--- src/rtl/enc_parity_arb_if.sv ---
// ----------------------------------------------------------------------------
// enc_parity_arb_if
//   Bundles the two input channels, the encoded output stream and the
//   per-channel accept counters of enc_parity_arb.
//
//   slave  : the arbiter/encoder side (drives readys, output word, counters)
//   master : the environment side (drives valids, data, out_ready)
//
//   in0_valid/in0_data/in0_ready : channel 0 handshake, 11-bit data
//   in1_valid/in1_data/in1_ready : channel 1 handshake, 11-bit data
//   out_valid/out_ready          : output handshake
//   out_codeword                 : {parity[4:0], data[10:0]}
//   out_src                      : channel that supplied out_codeword
//   cnt0/cnt1                    : accepted-word counts, CNT_W bits each
// ----------------------------------------------------------------------------
interface enc_parity_arb_if #(
   parameter int CNT_W = 8
);
   logic             in0_valid;
   logic [10:0]      in0_data;
   logic             in0_ready;
   logic             in1_valid;
   logic [10:0]      in1_data;
   logic             in1_ready;
   logic             out_valid;
   logic             out_ready;
   logic [15:0]      out_codeword;
   logic             out_src;
   logic [CNT_W-1:0] cnt0;
   logic [CNT_W-1:0] cnt1;

   modport slave (
      input  in0_valid, in0_data, in1_valid, in1_data, out_ready,
      output in0_ready, in1_ready, out_valid, out_codeword, out_src, cnt0, cnt1
   );

   modport master (
      output in0_valid, in0_data, in1_valid, in1_data, out_ready,
      input  in0_ready, in1_ready, out_valid, out_codeword, out_src, cnt0, cnt1
   );
endinterface

--- src/rtl/enc_parity_arb.sv ---
// ----------------------------------------------------------------------------
// enc_parity_16bit
//   Parity generator for a 16-bit codeword {parity[4:0], data[10:0]}.
//   data_i   : 11-bit data word
//   parity_o : five parity bits, parity_o[0] = p0 ... parity_o[4] = p4
// ----------------------------------------------------------------------------
module enc_parity_16bit (
   input  logic [10:0] data_i,
   output logic [4:0]  parity_o
);
   assign parity_o[0] = data_i[0] ^ data_i[3] ^ data_i[5] ^ data_i[6] ^
                        data_i[8] ^ data_i[9] ^ data_i[10];
   assign parity_o[1] = ^data_i[6:0];
   assign parity_o[2] = (^data_i[3:0]) ^ (^data_i[9:7]);
   assign parity_o[3] = data_i[0] ^ data_i[1] ^ data_i[4] ^ data_i[5] ^
                        data_i[7] ^ data_i[8] ^ data_i[10];
   assign parity_o[4] = data_i[0] ^ data_i[2] ^ data_i[4] ^ data_i[6] ^
                        data_i[7] ^ data_i[9] ^ data_i[10];
endmodule

// ----------------------------------------------------------------------------
// enc_parity_arb
//   Two-channel round-robin arbiter in front of one shared parity encoder,
//   feeding a single-entry output register. One word per cycle sustained:
//   the output register is refilled in the same cycle it is consumed.
//
//   clk   : clock, all state on rising edge
//   rst_n : asynchronous active-low reset
//   bus   : enc_parity_arb_if.slave (channel handshakes, output, counters)
// ----------------------------------------------------------------------------
module enc_parity_arb #(
   parameter int CNT_W = 8
) (
   input  logic                clk,
   input  logic                rst_n,
   enc_parity_arb_if.slave     bus
);
   logic             out_valid_q, out_valid_d;
   logic [15:0]      out_codeword_q, out_codeword_d;
   logic             out_src_q, out_src_d;
   logic             last_grant_q, last_grant_d;
   logic [CNT_W-1:0] cnt0_q, cnt0_d;
   logic [CNT_W-1:0] cnt1_q, cnt1_d;

   logic             stage_free;
   logic             gnt0, gnt1;
   logic             acc0, acc1;
   logic [10:0]      sel_data;
   logic [4:0]       sel_parity;

   // The output register can take a new word when empty or being drained.
   assign stage_free = !out_valid_q || bus.out_ready;

   // On contention the channel that did not win last time is served.
   assign gnt0 = stage_free && bus.in0_valid && (!bus.in1_valid || last_grant_q);
   assign gnt1 = stage_free && bus.in1_valid && (!bus.in0_valid || !last_grant_q);

   // Readys are masked by rst_n so nothing looks accepted while in reset.
   assign bus.in0_ready = gnt0 && rst_n;
   assign bus.in1_ready = gnt1 && rst_n;

   assign acc0 = bus.in0_valid && bus.in0_ready;
   assign acc1 = bus.in1_valid && bus.in1_ready;

   // Only the granted channel's data reaches the shared encoder.
   assign sel_data = gnt1 ? bus.in1_data : (gnt0 ? bus.in0_data : 11'h000);

   enc_parity_16bit u_parity (
      .data_i   (sel_data),
      .parity_o (sel_parity)
   );

   always_comb begin
      // NOTE: every variable gets its hold value first, so no path leaves
      // one unassigned and no latch is inferred.
      out_valid_d    = out_valid_q;
      out_codeword_d = out_codeword_q;
      out_src_d      = out_src_q;
      last_grant_d   = last_grant_q;
      cnt0_d         = cnt0_q;
      cnt1_d         = cnt1_q;

      if (acc0 || acc1) begin
         out_valid_d    = 1'b1;
         out_codeword_d = {sel_parity, sel_data};
         out_src_d      = acc1;
         last_grant_d   = acc1;
         if (acc0) cnt0_d = cnt0_q + CNT_W'(1);
         if (acc1) cnt1_d = cnt1_q + CNT_W'(1);
      end else if (out_valid_q && bus.out_ready) begin
         // Drained with nothing to replace it: word and source stay visible.
         out_valid_d = 1'b0;
      end
   end

   always_ff @(posedge clk or negedge rst_n) begin
      if (!rst_n) begin
         out_valid_q    <= 1'b0;
         out_codeword_q <= 16'h0000;
         out_src_q      <= 1'b0;
         last_grant_q   <= 1'b1;  // channel 0 wins the first contention
         cnt0_q         <= '0;
         cnt1_q         <= '0;
      end else begin
         // NOTE: non-blocking so every register samples pre-edge values.
         out_valid_q    <= out_valid_d;
         out_codeword_q <= out_codeword_d;
         out_src_q      <= out_src_d;
         last_grant_q   <= last_grant_d;
         cnt0_q         <= cnt0_d;
         cnt1_q         <= cnt1_d;
      end
   end

   assign bus.out_valid    = out_valid_q;
   assign bus.out_codeword = out_codeword_q;
   assign bus.out_src      = out_src_q;
   assign bus.cnt0         = cnt0_q;
   assign bus.cnt1         = cnt1_q;
endmodule

--- src/flat_wrapper.sv ---
// flat-port wrapper written by rule: the top's interface ports become plain ports
module enc_parity_arb_flat 
#(
   parameter int CNT_W = 8
)
  (clk, rst_n, bus_in0_valid, bus_in0_data, bus_in1_valid, bus_in1_data, bus_out_ready, bus_in0_ready, bus_in1_ready, bus_out_valid, bus_out_codeword, bus_out_src, bus_cnt0, bus_cnt1);
  enc_parity_arb_if #(.CNT_W(CNT_W)) bus_i ();
  input  logic clk;
  input  logic rst_n;
  input wire logic [$bits(bus_i.in0_valid)-1:0] bus_in0_valid;
  input wire logic [$bits(bus_i.in0_data)-1:0] bus_in0_data;
  input wire logic [$bits(bus_i.in1_valid)-1:0] bus_in1_valid;
  input wire logic [$bits(bus_i.in1_data)-1:0] bus_in1_data;
  input wire logic [$bits(bus_i.out_ready)-1:0] bus_out_ready;
  output wire logic [$bits(bus_i.in0_ready)-1:0] bus_in0_ready;
  output wire logic [$bits(bus_i.in1_ready)-1:0] bus_in1_ready;
  output wire logic [$bits(bus_i.out_valid)-1:0] bus_out_valid;
  output wire logic [$bits(bus_i.out_codeword)-1:0] bus_out_codeword;
  output wire logic [$bits(bus_i.out_src)-1:0] bus_out_src;
  output wire logic [$bits(bus_i.cnt0)-1:0] bus_cnt0;
  output wire logic [$bits(bus_i.cnt1)-1:0] bus_cnt1;
  assign bus_i.in0_valid = bus_in0_valid;
  assign bus_i.in0_data = bus_in0_data;
  assign bus_i.in1_valid = bus_in1_valid;
  assign bus_i.in1_data = bus_in1_data;
  assign bus_i.out_ready = bus_out_ready;
  assign bus_in0_ready = bus_i.in0_ready;
  assign bus_in1_ready = bus_i.in1_ready;
  assign bus_out_valid = bus_i.out_valid;
  assign bus_out_codeword = bus_i.out_codeword;
  assign bus_out_src = bus_i.out_src;
  assign bus_cnt0 = bus_i.cnt0;
  assign bus_cnt1 = bus_i.cnt1;
  enc_parity_arb #(.CNT_W(CNT_W)) u_core (.clk(clk), .rst_n(rst_n), .bus(bus_i));
endmodule
--- config.mk ---
export PLATFORM = sky130hd
export DESIGN_NAME = enc_parity_arb_flat
export DESIGN_NICKNAME = d
export VERILOG_FILES = /design/src/rtl/enc_parity_arb_if.sv /design/src/rtl/enc_parity_arb.sv /design/src/flat_wrapper.sv
export SDC_FILE = /design/constraint.sdc
export NUM_CORES = 1
export LEC_CHECK = 0
export CAP_MARGIN = 20
export CORE_MARGIN = 2
export CORE_UTILIZATION = 33
export CTS_BUF_LIST = sky130_fd_sc_hd__clkbuf_4 sky130_fd_sc_hd__clkbuf_8
export DETAILED_ROUTE_END_ITERATION = 7
export PLACE_DENSITY = 0.61
export SETUP_SLACK_MARGIN = 0.1
export SLEW_MARGIN = 15
export SYNTH_ARGS = -nofsm -noshare
export SYNTH_HDL_FRONTEND = slang
export SYNTH_SLANG_ARGS = --single-unit
--- constraint.sdc ---
create_clock -name clk -period 2 [get_ports clk]
set_input_delay 0.6 -clock clk [delete_from_list [all_inputs] [get_ports clk]]
set_output_delay 0.6 -clock clk [all_outputs]
set_load 0.01 [all_outputs]
=== Yosys cells after proc, flatten, opt, wreduce, memory -nomap -nowiden ===
Index checks and enable logic that the tools add are counted.

* Output and inout bits: 36
* Latch bits: 0
* RAM bits: 0
* Bits of input ports: 27
* Bits in registers: 35
* Memories kept: 0
* ROM bits: 0

* Bitwise logic cells: 19
* Order comparisons: 0
* Multiply operators: 0
* Muxes and demuxes: 4
* Reductions and logical operators: 23
* Eq/ne operators: 0
* $add $sub $neg: 2
* Div/mod/pow operators: 0
* Shift-type cells: 0

{| class="wikitable"
|+ Operator list
! kind !! count
|-
| $mux 11 || 2
|-
| $xor 1x1->1 || 19
|-
| $add 8x1->8 const B || 2
|-
| $logic_and 1x1->1 || 9
|-
| $reduce_xor 7->1 || 1
|-
| $logic_not 1->1 || 4
|-
| $logic_or 1x1->1 || 4
|-
| $reduce_and 2->1 || 2
|-
| $reduce_xor 4->1 || 1
|-
| $reduce_xor 3->1 || 1
|-
| $mux 1 || 2
|-
| $reduce_bool 2->1 || 1
|}

=== Longest topological paths before layout ===
* Word-level depth: 12
* Gate-level depth with buffers: 8

=== By module ===
A second synthesis with hierarchy kept.

* Cells, all modules: 150
* Area total of the unflattened synthesis: 1806.7 um^2

{| class="wikitable"
|+ Modules (own cells, without submodules)
! module !! instances !! cells each !! area each (um^2)
|-
| enc_parity_arb || 1 || 130 || 1609.0
|-
| enc_parity_16bit || 1 || 20 || 197.7
|}

=== Worst setup path after synthesis ===
Ideal clock, no wire load.

* Kind: input -> register
* Start: in bus_out_ready
* End: reg u_core.out_codeword_q[11], in the netlist u_core.bus.out_codeword[11]
* Stages on the path: 8
* Arrival: 1.684 ns
* Setup time: 0.131 ns
* Slack: 0.185 ns
* Path through: nand2b_4 buf_4 buf_4 o2111ai_1 nand3_1 xnor2_1 xnor2_1 o21ai_1

* Longest elaborated chain between the ends: 11
* Elaborated cells on any way between the ends: 18
* Classes of those cells: 2 x mux; 6 x bitwise; 10 x reduce/logical

{| class="wikitable"
|+ RTL lines
! element !! line !! text
|-
| start: declaration || flat_wrapper.sv:14 || <nowiki>input wire logic [$bits(bus_i.out_ready)-1:0] bus_out_ready;</nowiki>
|-
| $logic_or 1x1->1 * || enc_parity_arb.sv:52 || <nowiki>assign stage_free = !out_valid_q || bus.out_ready;</nowiki>
|-
| $logic_and 1x1->1 (2 in a row) || enc_parity_arb.sv:55 || <nowiki>assign gnt0 = stage_free && bus.in0_valid && (!bus.in1_valid || last_grant_q);</nowiki>
|-
| $mux 11 (2 in a row) || enc_parity_arb.sv:66 || <nowiki>assign sel_data = gnt1 ? bus.in1_data : (gnt0 ? bus.in0_data : 11'h000);</nowiki>
|-
| $xor 1x1->1 (4 in a row) || enc_parity_arb.sv:11 || <nowiki>assign parity_o[0] = data_i[0] ^ data_i[3] ^ data_i[5] ^ data_i[6] ^</nowiki>
|-
| $xor 1x1->1 (2 in a row) || enc_parity_arb.sv:12 || <nowiki>data_i[8] ^ data_i[9] ^ data_i[10];</nowiki>
|-
| end signal: assignment || enc_parity_arb.sv:107 || <nowiki>out_codeword_q <= out_codeword_d;</nowiki>
|-
| end: declaration || enc_parity_arb.sv:39 || <nowiki>logic [15:0] out_codeword_q, out_codeword_d;</nowiki>
|}

Mark *: on every way between the ends. The rest lies on a longest branch, timed or not.
A chain may end at the register's enable or synchronous reset.

=== Worst setup path in the final report ===
* Start: reg u_core.last_grant_q
* End: out bus_in0_ready

* Longest elaborated chain between the ends: 3

{| class="wikitable"
|+ RTL lines
! element !! line !! text
|-
| start: declaration || enc_parity_arb.sv:41 || <nowiki>logic last_grant_q, last_grant_d;</nowiki>
|-
| start signal: assignment || enc_parity_arb.sv:109 || <nowiki>last_grant_q <= last_grant_d;</nowiki>
|-
| $logic_or 1x1->1 || enc_parity_arb.sv:55 ||
|-
| $logic_and 1x1->1 || enc_parity_arb.sv:55 ||
|-
| $logic_and 1x1->1 || enc_parity_arb.sv:59 || <nowiki>assign bus.in0_ready = gnt0 && rst_n;</nowiki>
|-
| end: declaration || flat_wrapper.sv:15 || <nowiki>output wire logic [$bits(bus_i.in0_ready)-1:0] bus_in0_ready;</nowiki>
|}

No other way between the ends.

==> summary.md <==
| Metric | Value |
|---|---|
| EDFF count, synth | 0 |
| Met3 Use GR | under 10% |
| Root Driver | clkbuf_8 |
| Largest net degree at the start of global routing | 28 |
| Total GRT Usage | around 15% |
| Die height | approximately 84 um |
| DRT Pass-1 Iters | 4 |
| Fmax | 525 MHz |
| Most frequent CP cell | buf_6 |
| Slowest stage cell, crit path | dfstp_2 |
| Ys async rst share | 100% |
| VDD IR max | 0.513 mV |
| Switch Pwr | around 980 uW |
| Pre-CTS WS | -0.620 ns |
| Startpoint types | flop |
| Top-count cell post-synth | dfrtp_1 |
| Required time of the critical path | between 1 and 1.5 ns |
| CORE AREA | around 6300 sq um |
| Final WL | around 5600 um |
| Total gr overflow | 0 |
| Final ANT Viol Nets | 0 |
| Die W | ~84 um |
| DRT iter0 DRCs | 85 |
| CTS buffer count | 5 |
| Finished Core Util | a little under three fifths |
| Syn Nets | ~230 |
| CTS max path bufs | 2 |
| RSZ-0062 raised after global routing | yes |
| Number of max-cap violations | 0 |
| Vias in the first global route | ~1800 |
| Synth cell count leaders | 34 x dfrtp_1, 20 x nand2_1, 17 x xnor2_1 |
| CP Cell Sequence | nand2b_4 -> buf_6 -> nand4_4 -> inv_2 -> buf_6 |
| FP Rows | 29 |
| Share of cells above drive strength 1 | roughly 34% |
| Synthesized flop and latch total | 35 |
| Via density | ~5 |
| Arr. time, crit path | 1.31 ns |
| Final worst path period need | ~1.9 ns |
| Power Dens Cells | 865 nW/um^2 |
| Non-filler cells, final | between 300 and 400 |
| Finished Cell Area | about 3500 sq um |
| Final Skew | roughly 0.0079 ns |
| Vias | around 1900 |
| CTS clk-pin slew, worst paths | 0.08 ns |
| Share of Yosys cell area claimed by the top area cell type | around two fifths |
| Largest cells by area after synthesis | dfrtp_1 40%, xnor2_1 7.0%, nand4b_1 6.6%, a22o_1 5.0%, nor2b_1 4.7% |
| IO Port Bufs | 62 |
| DP Area | 3020 sq um |
| Top Ports | 63 |
| Setup Viol. Count Final | 0 |
| Tightest Hold Check Type | input pin to async pin |
| Flop pwr share | between 30% and 40% |
| Worst skew pair latency | between 0.2 and 0.3 ns |
| Sequential share of the synthesized area | 41.5% |
| Final Hold Viols | 0 |
| Routability cong. | a little under 0.8 |
| GRT Max-Usage Layer | met2 |
| Met1 usage | between 10% and 20% |
| Global routing usage on met2 | ~26% |
| Syn-to-layout area delta | 65.4% |
| Synth Warn # | 0 |
| Worst-margin pin slew | 0.287 ns |
| Final Max Tran Viols | 0 |
| Status | finished, final reports clean |
| Internal power | just over 2 mW |
| Gate power share | about 46% |
| Nets@finish | ~340 |
| Placed Cells | 358 |
| Relative slew margins | 80.8% |
| Worst Path Class, Setup | flop to primary output |
| Leading area contributor after synthesis | dfrtp_1 |
| WL/cell | around 14 um |
| H-tree Lvls | 2 |
| Synthesized netlist cell count | a little under 200 |
| Post-detail-place hpwl | about 3800 um |
| Fillers | ~550 |
| First-pass GRT wire length | slightly below 9000 um |
| Critical Path Max Stage Delay | 0.54 ns |
| Most used DFF post-synth | dfrtp_1 |
| Fin worst setup slack | around 0.094 ns |
| DRC | 0 |
| Initial antenna violation count | 0 |
| Clk sinks | 35 |
| # diodes | 0 |
| Die ar. | just over 7000 sq um |
| CP max FO | 3 |
| Mean area per synthesized cell | around 11 sq um |
| P_leak | 1.68 nW |
| Clock Power Share | a little under a fifth |
| Initial Utilization | between 30% and 40% |
| Worst Setup End Kind | primary output |
| Final worst path period share | 95.3% |
| TritonCTS clock tree | built |
| Netlist cell types | 34 |
| Cell Area, Synth | ~2100 sq um |
| Sw Share | 32.5% |
layout by cell type, fill, tap and decap left out, drive strengths merged, types with 2 or more instances in the layout:
cell type | synthesis | final
nand4 | 7 | 7
dfrtp | 34 | 34
nand2b | 2 | 2
clkbuf | 3 | 8
nor2b | 16 | 16
dlymetal6s2s | 0 | 9
a21o | 2 | 2
nand2 | 20 | 20
inv | 2 | 2
and3 | 4 | 4
xor2 | 6 | 6
o2111ai | 8 | 8
nand3 | 8 | 8
o21ai | 10 | 10
xnor2 | 21 | 21
ha | 2 | 2
nand4b | 16 | 16
clkdlybuf4s50 | 0 | 47
nor2 | 4 | 4
a22o | 12 | 12
buf | 9 | 64
a22oi | 5 | 5
timing repair:
action	CTS	global route
cloned	0	1
pin swaps	5	27
resized for setup	33	31
setup buffers	6	18
hold buffers	0	0
endpoints found under the setup margin	23	16
worst max-delay path: cells and delay by family (launching register included):
kind                   cells  cell delay [ns]
flip-flops                 1             0.54
buffers and inverters      3             0.28
AND/OR/NAND/NOR            2             0.20
metrics by stage:
stage / total power [mW] / TNS [ns] / hold WS (ns)
2_1_floorplan: 1.66 / 0 / 0.304
3_3_place_gp: 2.29 / -7.34 / 0.457
3_5_place_dp: 2.31 / -8.25 / 0.460
4_1_cts: 2.93 / 0 / 0.357
5_1_grt: 3.20 / 0 / 0.380
6_report: 3.03 / 0 / 0.355
path summary, 6_finish.rpt:
kind                                           from                           to  slack, ns  depth (start not counted)
worst max-delay path            u_core.last_grant_q                bus_in0_ready       0.09                          5
worst min-delay path                          rst_n   u_core.bus.out_codeword[1]       0.36                          2
worst max register to register  u_core.last_grant_q  u_core.bus.out_codeword[15]       0.16                          9
worst min register to register   u_core.bus.cnt1[7]           u_core.bus.cnt1[7]       0.47                          1
max in group asynchronous                     rst_n          u_core.last_grant_q       1.37                          2
min in group clk                 u_core.bus.cnt1[7]           u_core.bus.cnt1[7]       0.47                          1
state kept, by name (all words and copies together) (netlist names):
signal	count
u_core.bus.cnt0	8
u_core.bus.cnt1	8
u_core.bus.out_codeword	16
u_core.bus.out_src	1
u_core.bus.out_valid	1
u_core.last_grant_q	1
metal layers:
layer,part of all wire [%],wire [um]
met2,46,2590
met3,4.3,241
met1,47,2650
met5,0,0
met4,1.8,98
cells by family after synthesis:
logic type,synth area share (%)
AOI/OAI and AO/OA,17.2
xor gates and xnor gates,13.0
buffers and inverters,4.08
adders and majority gates,1.18
DFF,41.5
muxes,0.533
and+or+nand+nor,22.5
power by group through the flow:
stage          clock [mW]  combinational (mW)  sequential (mW)
6_report            0.547                1.40             1.07
5_1_grt             0.584                1.51             1.10
4_1_cts             0.562                1.28             1.08
3_5_place_dp            0                1.21             1.10
3_3_place_gp            0                1.19             1.10
2_1_floorplan           0               0.495             1.17
area by class of cell:
type,count,area [sq um],share of cell area [%]
Inverter,2,7.51,0.215
Timing Repair Buffer,122,1170,33.4
Clock inverter,1,5.00,0.143
Tap cell,77,96.3,2.75
Multi-Input combinational cell,147,1250,35.8
Sequential cell,35,878,25.1
Clock buffer,7,90.1,2.58
Power figures use the tool's default switching activity.
